File: src/rtl/fifo_wptr_full.sv
// Write-side pointer and full/level logic of an asynchronous FIFO.
// Holds the binary write counter and its Gray copy. Derives full, almost-full, level and overflow from the synchronized read pointer.
module fifo_wptr_full #(
   parameter int ADDR_WIDTH   = 3,
   parameter int AFULL_THRESH = 2**ADDR_WIDTH - 2
) (
   input  logic                  clk,
   input  logic                  rst,
   input  logic                  winc,
   input  logic [ADDR_WIDTH:0]   wq2_rptr,
   output logic [ADDR_WIDTH:0]   wptr,
   output logic [ADDR_WIDTH-1:0] waddr,
   output logic                  wen,
   output logic                  wfull,
   output logic                  walmost_full,
   output logic [ADDR_WIDTH:0]   wlevel,
   output logic                  woverflow
);

   localparam logic [ADDR_WIDTH:0] AFULL_LVL = (ADDR_WIDTH+1)'(AFULL_THRESH);

   logic [ADDR_WIDTH:0] wbin;
   logic [ADDR_WIDTH:0] wbin_next;
   logic [ADDR_WIDTH:0] wgray_next;
   logic [ADDR_WIDTH:0] rbin_sync;
   logic [ADDR_WIDTH:0] wlevel_next;
   logic [ADDR_WIDTH:0] full_cmp;

   // Handshake: the producer may raise winc at any time.
   // A write is accepted, and the memory is written, on a rising edge where wen = winc & ~wfull is 1.
   // A winc while full is dropped and sets the sticky woverflow flag.
   assign wen        = winc & ~wfull;
   assign wbin_next  = wbin + {{ADDR_WIDTH{1'b0}}, wen};
   assign wgray_next = wbin_next ^ (wbin_next >> 1);
   assign waddr      = wbin[ADDR_WIDTH-1:0];

   // Full when the next write pointer is one lap ahead of the read pointer.
   // In Gray code, that means the top two bits are inverted and the rest are equal.
   assign full_cmp = {~wq2_rptr[ADDR_WIDTH:ADDR_WIDTH-1], wq2_rptr[ADDR_WIDTH-2:0]};

   always_comb begin
      rbin_sync = '0;
      for (int i = 0; i <= ADDR_WIDTH; i++) begin
         rbin_sync[i] = ^(wq2_rptr >> i);
      end
   end

   assign wlevel_next = wbin_next - rbin_sync;

   always_ff @(posedge clk or posedge rst) begin
      if (rst) begin
         wbin         <= '0;
         wptr         <= '0;
         wfull        <= 1'b0;
         walmost_full <= 1'b0;
         wlevel       <= '0;
         woverflow    <= 1'b0;
      end else begin
         wbin         <= wbin_next;
         wptr         <= wgray_next;
         wfull        <= (wgray_next == full_cmp);
         walmost_full <= (wlevel_next >= AFULL_LVL);
         wlevel       <= wlevel_next;
         if (winc && wfull) begin
            woverflow <= 1'b1;
         end
      end
   end

endmodule

File: config.mk
export PLATFORM = sky130hd
export DESIGN_NAME = fifo_wptr_full
export DESIGN_NICKNAME = d
export VERILOG_FILES = /design/src/rtl/fifo_wptr_full.sv
export SDC_FILE = /design/constraint.sdc
export NUM_CORES = 1
export LEC_CHECK = 0
export BUFFER_PORTS_ARGS = -buffer_cell sky130_fd_sc_hd__buf_2
export CAP_MARGIN = 15
export CORE_MARGIN = 5
export CORE_UTILIZATION = 45
export CTS_CLUSTER_DIAMETER = 60
export CTS_CLUSTER_SIZE = 10
export DETAILED_ROUTE_END_ITERATION = 12
export HOLD_SLACK_MARGIN = 0.08
export PLACE_DENSITY = 0.77
export SLEW_MARGIN = 25
export SYNTH_ARGS = -nofsm -noshare
export SYNTH_HDL_FRONTEND = slang
export SYNTH_SLANG_ARGS = --single-unit
File: constraint.sdc
create_clock -name clk -period 2.7 [get_ports clk]
set_input_delay 0 -clock clk [delete_from_list [all_inputs] [get_ports clk]]
set_output_delay 0 -clock clk [all_outputs]
set_load 0.02 [all_outputs]
==> flow_metrics.env <==
export IMPL_outcome="complete, no violations"
export IMPL_synth_most_common_cell="dfrtp_1"
export IMPL_yosysWarnings=0
export IMPL_synth_cells=51
export IMPL_ys_async_sr_fraction_pct=100
export IMPL_hold_worst_slack_ns=0.0870
export IMPL_grt_max_degree=15
export IMPL_cts_root_buf="clkbuf_4"
export IMPL_ctsResizeCount=0
export IMPL_cts_tree="yes"
export IMPL_avgViaCountPerCell=4.91
export IMPL_ys_flop_type="dfrtp_1"
export IMPL_antenna_found_initial=0
export IMPL_cts_htree_levels=1
export IMPL_grt_pass1_vias=519
export IMPL_synthesis_area_sq_um=679
export IMPL_post_drt_wl_per_cell_um=12.2
export IMPL_clockBufferDepth=2
export IMPL_r2r_cells=9
export IMPL_ys_top_cells_by_area="dfrtp_1 52%, ha_1 9.2%, xnor2_1 6.4%"
export IMPL_cp_data_required_time_ns=2.87
export IMPL_hp_start="wq2_rptr[2]"
export IMPL_nets=94
export IMPL_ant_nets=0
export IMPL_finalHoldViolCount=0
export IMPL_worstPathMaxFanout=3
export IMPL_timing_final_ws_setup_ns=0.267
export IMPL_met2_usage_pct=21.3
export IMPL_power_leakage_nw=0.453
export IMPL_finalSetupTns_ns=0
export IMPL_p_total_mw=1.29
export IMPL_netSwitchingPower_uw=568
export IMPL_period_share_pct=90.1
export IMPL_crit_buf_inv=2
export IMPL_cts_buffers=3
export IMPL_crit_slowest_cell="dlygate4sd3_1"
export IMPL_finalClockSkew_ns=0.00197
export IMPL_grt_pass1_wl_um=2260
export IMPL_synth_edf_count=0
export IMPL_peakVddDrop_mv=0.564
export IMPL_cp_top_family="adder cells"
export IMPL_vias=466
export IMPL_cap_violations=0
export IMPL_synth_common_cells="14 x dfrtp_1, 7 x inv_1, 5 x ha_1, 5 x xnor2_1, 5 x xor2_1"
export IMPL_timing_rr_start="wfull"
export IMPL_rsz0062_at_grt="no"
export IMPL_core_area_sq_um=1470
export IMPL_diodes=0
export IMPL_start_util_pct=46.2
export IMPL_hold_depth=4
export IMPL_grt_use_met3_pct=2.75
export IMPL_worst_pin_slew_ns=0.493
export IMPL_wl_um=1160
export IMPL_crit_chain="dlygate4sd3_1 -> buf_2 -> nor2b_2 -> ha_1 -> ha_1 -> xor2_2 -> ha_1 -> and3b_1 -> a211oi_1 -> xnor3_1 -> a21o_1"
export IMPL_max_stage_delay_ns=0.53
export IMPL_io_buffers=21
export IMPL_slew_headroom_pct=67.1
export IMPL_fmax_mhz=411
export IMPL_die_height_um=48.9
export IMPL_crit_top_cell="ha_1"
export IMPL_grt_busiest_layer="met2"
export IMPL_cellPowerDensity_nw_per_um2=1490
export IMPL_drive_gt1_share_pct=36.7
export IMPL_place_ws_ns=0.342
export IMPL_period_needed_ns=2.43
export IMPL_p_clk_share_pct=8.6
export IMPL_yosysTopAreaCell="dfrtp_1"
export IMPL_startpoint="winc"
export IMPL_p_int_uw=721
export IMPL_dr_pass1_iters=4
export IMPL_final_core_util_pct=58.9
export IMPL_clk_pin_slew_ns=0.07
export IMPL_crit_cells=11
export IMPL_fp_row_count=14
export IMPL_hpwlAfterDp_um=970
export IMPL_syn_avg_cell_area_sq_um=13.3
export IMPL_p_sw_share_pct=44.1
export IMPL_power_frac_comb_pct=61.4
export IMPL_cp_arrival_ns=2.60
export IMPL_synth_top_area_share_pct=51.6
export IMPL_clock_latency_ns=0.27
export IMPL_cp_start_kind="input port"
export IMPL_path_class="in2reg"
export IMPL_cts_sinks=14
export IMPL_setup_violations=0
export IMPL_ys_seq_area_share_pct=51.6
export IMPL_pin_count=22
export IMPL_drc=0
export IMPL_gp_congestion=0.779
export IMPL_dieArea_sq_um=2390
export IMPL_drtIter0Drc=3
export IMPL_syn_nets=64
export IMPL_grt_overflow=0
export IMPL_ys_ff_latch=14
export IMPL_nFillCells=132
export IMPL_synth_cell_types=16
export IMPL_use_met1_pct=12.5
export IMPL_die_x_um=48.9
export IMPL_hp_class="in2reg"
export IMPL_slew_viol_final=0
export IMPL_p_seq_share_pct=29.9
export IMPL_cp_end_kind="register"
export IMPL_globalRouteTotalUtil_pct=12.1
export IMPL_synthToLayoutAreaGrowth_pct=27.6
## worst reg2reg max path, stage by stage (launching register included)
cell      delay, ns
dfrtp_1        0.40
nor2b_2        0.06
ha_1           0.22
ha_1           0.22
xor2_2         0.18
ha_1           0.34
and3b_1        0.18
a211oi_1       0.22
xnor3_1        0.27
a21o_1         0.16
## power by group through the flow
| stage | sequential, mW | combinational, mW | clock, mW |
|---|---|---|---|
| floorplan | 0.528 | 0.441 | 0 |
| global placement | 0.385 | 0.782 | 0 |
| detailed placement | 0.391 | 0.805 | 0 |
| CTS | 0.387 | 0.811 | 0.114 |
| global route | 0.400 | 0.902 | 0.123 |
| finish | 0.386 | 0.792 | 0.111 |
## final cells by class
type | count | area [sq um] | area share, %
Multi-Input combinational cell | 30 | 305 | 35.2
Tap cell | 16 | 20.0 | 2.31
Timing Repair Buffer | 25 | 143 | 16.5
Sequential cell | 14 | 350 | 40.4
Inverter | 7 | 26.3 | 3.03
Clock buffer | 3 | 22.5 | 2.60
## stage by stage
step | instances | cell area, sq um
3_5_place_dp | 89 | 815
4_1_cts | 95 | 867
3_3_place_gp | 89 | 815
2_1_floorplan | 51 | 682
5_1_grt | 95 | 867
6_report | 95 | 867
## worst paths after layout
| kind | to | slack, ns |
|---|---|---|
| max reg2reg | walmost_full | 0.35 |
| min | wfull | 0.09 |
| min in group asynchronous | wbin[1] | 0.30 |
| max | walmost_full | 0.27 |
| min reg2reg | woverflow | 0.46 |
| max in group asynchronous | wlevel[1] | 2.08 |
## cells by family after synthesis
family	Yosys count	share of synthesized area [%]
AO/OA/AOI/OAI	4	4.42
XOR/XNOR	13	21.0
adder cells (fa/ha/maj)	6	12.2
buffers and inverters	7	3.87
flip-flops	14	51.6
AND/OR/NAND/NOR	7	7.00
## flip-flops by register name, indices dropped and copies added, names as in the netlist
register	flops
walmost_full	1
wbin	4
wfull	1
wlevel	4
woverflow	1
wptr	3
## placed cells by master (no fill, tap or decap)
master and instances:
a211oi_1 1, a21o_1 2, a22oi_1 1, and3b_1 1, buf_2 21, buf_4 1
clkbuf_4 3, dfrtp_1 14, dlygate4sd3_1 3, fa_1 1, ha_1 5, inv_1 7
nand3_1 2, nand3_2 1, nor2b_2 1, or3_1 2, xnor2_1 5, xnor3_1 1
xor2_1 5, xor2_2 2
## layer usage
metal | wire [um] | up-vias
li1 | - | 219
met1 | 431 | 226
met2 | 613 | 16
met3 | 76 | 5
met4 | 36 | 0
met5 | 0 | -
## what timing repair did
item	CTS	global route
hold endpoints to repair	16	0
hold buffers	3	0
buffers inserted	0	0
Power figures use the tool's default switching activity.
